### src/rtl/cscv2_serial_pkg.sv
// ============================================================================
// cscv2_serial_pkg : shared types and constants for the cscv2 serial transmitter
// Revision 1.0
// ============================================================================
`default_nettype none

package cscv2_serial_pkg;

  typedef enum logic [1:0] {
    ST_IDLE  = 2'd0,
    ST_START = 2'd1,
    ST_DATA  = 2'd2,
    ST_STOP  = 2'd3
  } tx_state_e;

  localparam int BITS_PER_FRAME = 10;
  localparam int DATA_BITS      = BITS_PER_FRAME - 2;

  // Bits needed to hold values 0..n-1, never less than 1.
  function automatic int clog2(input int n);
    int r;
    r = 0;
    for (int i = 0; i < 31; i++) begin
      if ((1 << i) < n) r = i + 1;
    end
    return (r < 1) ? 1 : r;
  endfunction

endpackage

`default_nettype wire

### src/rtl/cscv2_byte_fifo.sv
// ============================================================================
// cscv2_byte_fifo : show-ahead byte FIFO with registered occupancy
// Revision 1.0
// ============================================================================
`default_nettype none

module cscv2_byte_fifo
  import cscv2_serial_pkg::*;
#(
  parameter int DEPTH = 4
) (
  input  logic       dblclk,
  input  logic       rst_n,
  input  logic       wr_en,
  input  logic [7:0] wr_data,
  input  logic       rd_en,
  output logic [7:0] rd_data,
  output logic       empty,
  output logic       full
);

  localparam int           AW       = clog2(DEPTH);
  localparam logic [AW:0]  FULL_CNT = (AW + 1)'(DEPTH);

  logic [7:0]    mem_q [DEPTH];
  logic [AW-1:0] wr_ptr_q, wr_ptr_d;
  logic [AW-1:0] rd_ptr_q, rd_ptr_d;
  logic [AW:0]   count_q,  count_d;
  logic          do_wr;
  logic          do_rd;

  assign empty   = (count_q == '0);
  assign full    = (count_q == FULL_CNT);
  assign rd_data = mem_q[rd_ptr_q];

  // A read frees a slot in the same cycle, so a write alongside it is legal when full.
  assign do_rd = rd_en & ~empty;
  assign do_wr = wr_en & (~full | do_rd);

  always_comb begin
    wr_ptr_d = wr_ptr_q;
    rd_ptr_d = rd_ptr_q;
    count_d  = count_q;
    if (do_wr) wr_ptr_d = wr_ptr_q + AW'(1);
    if (do_rd) rd_ptr_d = rd_ptr_q + AW'(1);
    case ({do_wr, do_rd})
      2'b10:   count_d = count_q + (AW + 1)'(1);
      2'b01:   count_d = count_q - (AW + 1)'(1);
      default: count_d = count_q;
    endcase
  end

  always_ff @(posedge dblclk or negedge rst_n) begin
    if (!rst_n) begin
      wr_ptr_q <= '0;
      rd_ptr_q <= '0;
      count_q  <= '0;
    end else begin
      wr_ptr_q <= wr_ptr_d;
      rd_ptr_q <= rd_ptr_d;
      count_q  <= count_d;
    end
  end

  always_ff @(posedge dblclk) begin
    if (do_wr) mem_q[wr_ptr_q] <= wr_data;
  end

endmodule

`default_nettype wire

### src/rtl/cscv2_serial_tx.sv
// ============================================================================
// cscv2_serial_tx : captures CPU output bytes and sends them as 8N1 serial
// Revision 1.0
// ============================================================================
`default_nettype none

module cscv2_serial_tx
  import cscv2_serial_pkg::*;
#(
  parameter int CLKS_PER_BIT = 16,
  parameter int FIFO_DEPTH   = 4
) (
  input  logic       dblclk,
  input  logic       rst_n,
  input  logic [7:0] data_in,
  input  logic       tx_req,
  output logic       ser_out,
  output logic       busy,
  output logic       fifo_full,
  output logic       overrun
);

  localparam int            BW        = clog2(CLKS_PER_BIT);
  localparam logic [BW-1:0] BAUD_LAST = BW'(CLKS_PER_BIT - 1);
  localparam logic [2:0]    LAST_BIT  = 3'(DATA_BITS - 1);

  tx_state_e     state_q,   state_d;
  logic [BW-1:0] baud_q,    baud_d;
  logic [2:0]    bit_idx_q, bit_idx_d;
  logic [7:0]    shift_q,   shift_d;
  logic          ser_q,     ser_d;
  logic          overrun_q, overrun_d;
  logic          tx_req_q;

  logic          capture;
  logic          baud_last;
  logic          pop;
  logic          push;
  logic          fifo_empty;
  logic          fifo_full_w;
  logic [7:0]    fifo_rd_data;

  assign capture   = tx_req & ~tx_req_q;
  assign baud_last = (baud_q == BAUD_LAST);
  assign push      = capture & (~fifo_full_w | pop);
  assign overrun_d = overrun_q | (capture & fifo_full_w & ~pop);

  cscv2_byte_fifo #(
    .DEPTH (FIFO_DEPTH)
  ) u_fifo (
    .dblclk  (dblclk),
    .rst_n   (rst_n),
    .wr_en   (push),
    .wr_data (data_in),
    .rd_en   (pop),
    .rd_data (fifo_rd_data),
    .empty   (fifo_empty),
    .full    (fifo_full_w)
  );

  always_comb begin
    state_d   = state_q;
    baud_d    = baud_q;
    bit_idx_d = bit_idx_q;
    shift_d   = shift_q;
    pop       = 1'b0;
    case (state_q)
      ST_IDLE: begin
        if (!fifo_empty) begin
          pop     = 1'b1;
          shift_d = fifo_rd_data;
          baud_d  = '0;
          state_d = ST_START;
        end
      end
      ST_START: begin
        if (baud_last) begin
          baud_d    = '0;
          bit_idx_d = '0;
          state_d   = ST_DATA;
        end else begin
          baud_d = baud_q + BW'(1);
        end
      end
      ST_DATA: begin
        if (baud_last) begin
          baud_d    = '0;
          shift_d   = {1'b0, shift_q[7:1]};
          bit_idx_d = bit_idx_q + 3'd1;
          if (bit_idx_q == LAST_BIT) state_d = ST_STOP;
        end else begin
          baud_d = baud_q + BW'(1);
        end
      end
      ST_STOP: begin
        if (baud_last) begin
          baud_d = '0;
          // Chain straight into the next frame when more data is waiting.
          if (!fifo_empty) begin
            pop     = 1'b1;
            shift_d = fifo_rd_data;
            state_d = ST_START;
          end else begin
            state_d = ST_IDLE;
          end
        end else begin
          baud_d = baud_q + BW'(1);
        end
      end
      default: state_d = ST_IDLE;
    endcase
  end

  // Line level follows the current state one cycle later from a flop.
  always_comb begin
    ser_d = 1'b1;
    case (state_q)
      ST_START: ser_d = 1'b0;
      ST_DATA:  ser_d = shift_q[0];
      default:  ser_d = 1'b1;
    endcase
  end

  always_ff @(posedge dblclk or negedge rst_n) begin
    if (!rst_n) begin
      state_q   <= ST_IDLE;
      baud_q    <= '0;
      bit_idx_q <= '0;
      shift_q   <= '0;
      ser_q     <= 1'b1;
      overrun_q <= 1'b0;
      tx_req_q  <= 1'b0;
    end else begin
      state_q   <= state_d;
      baud_q    <= baud_d;
      bit_idx_q <= bit_idx_d;
      shift_q   <= shift_d;
      ser_q     <= ser_d;
      overrun_q <= overrun_d;
      tx_req_q  <= tx_req;
    end
  end

  assign ser_out   = ser_q;
  assign busy      = (state_q != ST_IDLE) | ~fifo_empty;
  assign fifo_full = fifo_full_w;
  assign overrun   = overrun_q;

endmodule

`default_nettype wire
### config.mk
export PLATFORM = sky130hd
export DESIGN_NAME = cscv2_serial_tx
export DESIGN_NICKNAME = d
export VERILOG_FILES = /design/src/rtl/cscv2_serial_pkg.sv /design/src/rtl/cscv2_byte_fifo.sv /design/src/rtl/cscv2_serial_tx.sv
export SDC_FILE = /design/constraint.sdc
export NUM_CORES = 1
export LEC_CHECK = 0
export ABC_AREA = 1
export CORE_AREA = 2 2 72 74
export DETAILED_ROUTE_END_ITERATION = 16
export DIE_AREA = 0 0 74 76
export MAX_ROUTING_LAYER = met4
export PLACE_DENSITY = 0.86
export SLEW_MARGIN = 20
export SYNTH_ARGS = -nofsm -noshare
export SYNTH_HDL_FRONTEND = slang
export SYNTH_SLANG_ARGS = --single-unit
### constraint.sdc
create_clock -name dblclk -period 2.59 [get_ports dblclk]
set_input_delay 0.518 -clock dblclk [delete_from_list [all_inputs] [get_ports dblclk]]
set_output_delay 0.518 -clock dblclk [all_outputs]
set_load 0.01 [all_outputs]
==> metrics.yaml <==
worst_setup_path:
  cp_num_buf_inv: 1
  path_class: "reg -> reg"
  slowest_delay_ns: 0.41
  cp_num_cells: 11
  r2r-start: "state_q[0]"
  reg2reg_slack_ns: 0.12
  worstPathArrival_ns: 2.68
  critPathCaptureType: "register"
  crit_chain: "inv_1 -> ha_1 -> a21oi_1 -> nand2_2 -> nand2_2 -> nand2_2 -> ha_1 -> fa_1 -> a21oi_1 -> o21ai_0 -> xor2_1"
  cp_max_fo: 7
  worstReg2RegEnd: "u_fifo.count_q[2]"
  worstPathRequired_ns: 2.80
  cp_common_cell: "nand2_2"
  crit_slowest_cell: "dfrtp_1"
  r2r_cells: 11
  cp_top_family: "adder cells"
  startpoint_type: "register"
routing:
  drt-met1-wl_mm: 2.033
  drc: 0
  wl_met3_um: 186
  avgRoutedWirePerCell_um: 12.97
  ant_nets: 0
  drtIter0Drc: 134
  num_vias: 1872
  wirelength_mm: 4.826
  highest_layer: "met4"
  routed-wl-met2_mm: 2.508
  first_pass_iters: 4
  via_per_inst: 5.032
floorplan:
  coreArea_um2: 4912
  die_w_um: 74
  die_h_um: 76
  rows: 26
  initial_core_util_pct: 55.63
  die_area_um2: 5624
  ioPinCount: 15
hold_path:
  hp-class: "reg -> reg"
  min_from: "overrun"
  hold-path-cell-count: 1
  holdPathEnd: "overrun"
power_and_ir_drop:
  power.total_mw: 2.118
  p_sw_uw: 557.3
  peakVddDrop_mv: 0.4335
  seq_power_share_pct: 54.4
  switching_share_pct: 26.31
  power_frac_clock_pct: 31.6
  p_per_area_nw_per_um2: 673.3
  p_leak_nw: 1.365
  intPower_mw: 1.561
  p_comb_share_pct: 13.9
clock_tree:
  hold_buffers: 0
  cts_root_buffer: "clkbuf_8"
  clkLatencyLatePin_ns: 0.33
  cts_tree: "done"
  cts_htree_levels: 3
  cts_sinks: 59
  cts_buffer_depth: 2
  numCtsBuffers: 9
  clk_pin_slew_ns: 0.06
synthesis:
  synth-compound-area-share_pct: 5.449
  synthAdderAreaFrac_pct: 6.685
  syn_nets: 294
  synth_edf_count: 32
  synthXorXnorAreaFrac_pct: 0.9615
  synth.area.top_cells: "edfxtp_1 (35%), dfrtp_1 (24%), nand2_1 (11%)"
  yosysMostFrequentCell: "nand2_1"
  netlist.area_leader.share_pct: 35.16
  yosys.area.top_type: "edfxtp_1"
  ys_top_cells_by_count: "nand2_1 (80), edfxtp_1 (32), nand3_1 (29)"
  synth_top_family_by_area: "simple AND/OR/NAND/NOR gates"
  synthDistinctLibCells: 30
  yosysSeqAreaShare_pct: 59.94
  avgSynthCellArea_um2: 10.16
  yosys.area_share.simple_pct: 21.66
  syn_area_um2: 2733
  synth-async-reset-ratio_pct: 45.76
  syn_inst: 269
  synth.area.mux_share_pct: 0.4121
  ys_ff_latch: 59
  yosys_warnings: 0
  synth_ff_type: "edfxtp_1"
sta:
  finalCriticalPeriod_ns: 2.470
  skew_ns: 0.007118
  whs_ns: 0.4831
  finalCritPeriodShare_pct: 95.39
  slew_headroom_pct: 69.32
  timing.fmax_mhz: 404.8
  hold_violations: 0
  report.final.slew_viol_count: 0
  worst_slew_pin_slew_ns: 0.4597
  timing.final.ws_setup_ns: 0.1195
  setup_viol: 0
finish:
  final_area_um2: 3146
  areaGrowthSynthToFinish_pct: 15.11
  layout-drive-gt1-share_pct: 12.58
  antenna_cells: 0
  fillerInstances: 387
  final_core_util_pct: 64.03
  nets: 322
global_routing:
  gr-total-overflow: 0
  grt_max_degree: 28
  grt_pass1_vias: 1856
  grt_first_pass_wirelength_mm: 8.224
  grt_usage_pct: 20.67
  antenna_found_initial: 0
job:
  maxCapViolations: 0
place:
  placed_cell_area_um2: 2973
  globalplace.congestion: 0.7704
  port_buffers: 14
  place_hpwl_mm: 3.196
  pre_cts_slack_ns: 0.1211
run_status:
  status: "finished clean"
## layout by cell type (no fill, tap or decap), drive strengths merged, types with 2 or more instances in the layout
cell / n
nand3: 30
dfrtp: 26
clkinv: 4
buf: 9
nand4: 3
clkbuf: 12
inv: 25
edfxtp: 32
nor2: 13
o21ai: 17
ha: 13
a21oi: 7
xor2: 2
clkdlybuf4s50: 14
nand2: 86
## stage by stage
stage	TNS [ns]	instances
floorplan	0	269
CTS	0	370
finish	0	372
detailed placement	0	354
global route	-0.07512	372
global placement	0	354
## cell families (layout without fill, tap and decap cells)
kind of cell             after synthesis  after routing
flip-flops                            59             59
adder cells (fa/ha/maj)               14             14
XOR/XNOR                               3              3
AO/OA/AOI/OAI                         27             27
AND/OR/NAND/NOR                      134            134
buffers and inverters                 31             64
multiplexers                           1              1
## power by group through the flow
stage | Clock (mW) | Sequential [mW] | Combinational [mW]
after floorplan | 0 | 1.16 | 0.177
after detailed placement | 0 | 1.17 | 0.296
final | 0.670 | 1.15 | 0.295
after CTS | 0.681 | 1.15 | 0.296
after global routing | 0.734 | 1.16 | 0.335
after global placement | 0 | 1.17 | 0.283
## worst max-delay path by stage
| stage | start | end | slack, ns |
|---|---|---|---|
| after floorplan | state_q[0] | u_fifo.count_q[2] | 0.32 |
| after global placement | tx_req | u_fifo.count_q[2] | 0.20 |
| after detailed placement | state_q[0] | u_fifo.count_q[2] | 0.12 |
| after CTS | state_q[0] | u_fifo.count_q[2] | 0.09 |
| after global routing | state_q[0] | u_fifo.count_q[2] | -0.08 |
| final | state_q[0] | u_fifo.count_q[2] | 0.12 |
## registers in the layout, indices dropped and copies added, names as in the netlist, 2 cells and up
name and flops:
baud_q 4, u_fifo.rd_ptr_q 2, u_fifo.mem_q 32, u_fifo.count_q 3, bit_idx_q 3, shift_q 8, u_fifo.wr_ptr_q 2, state_q 2
## layer usage
layer | GRT usage [%] | up-vias
met5 | - | -
met4 | 8.545 | 0
met3 | 8.333 | 10
met2 | 32.05 | 31
met1 | 23.64 | 881
li1 | - | 950
## timing repair
action	4_1_cts	5_1_grt
setup buffers	0	2
gates resized for setup	0	3
setup endpoints to repair	0	1
endpoints found under the hold margin	0	0
## cell type report
cell class                 instances  area, um2  area share, %
tap                               70      87.58          2.784
sequential                        59       1638          52.07
clock inverter                     4      17.52         0.5569
multi-input combinational        179      965.9          30.71
timing repair buffer              23      207.7          6.603
clock buffer                      12      135.1          4.296
inverter                          25      93.84          2.983
(Power assumes the default switching activity.)
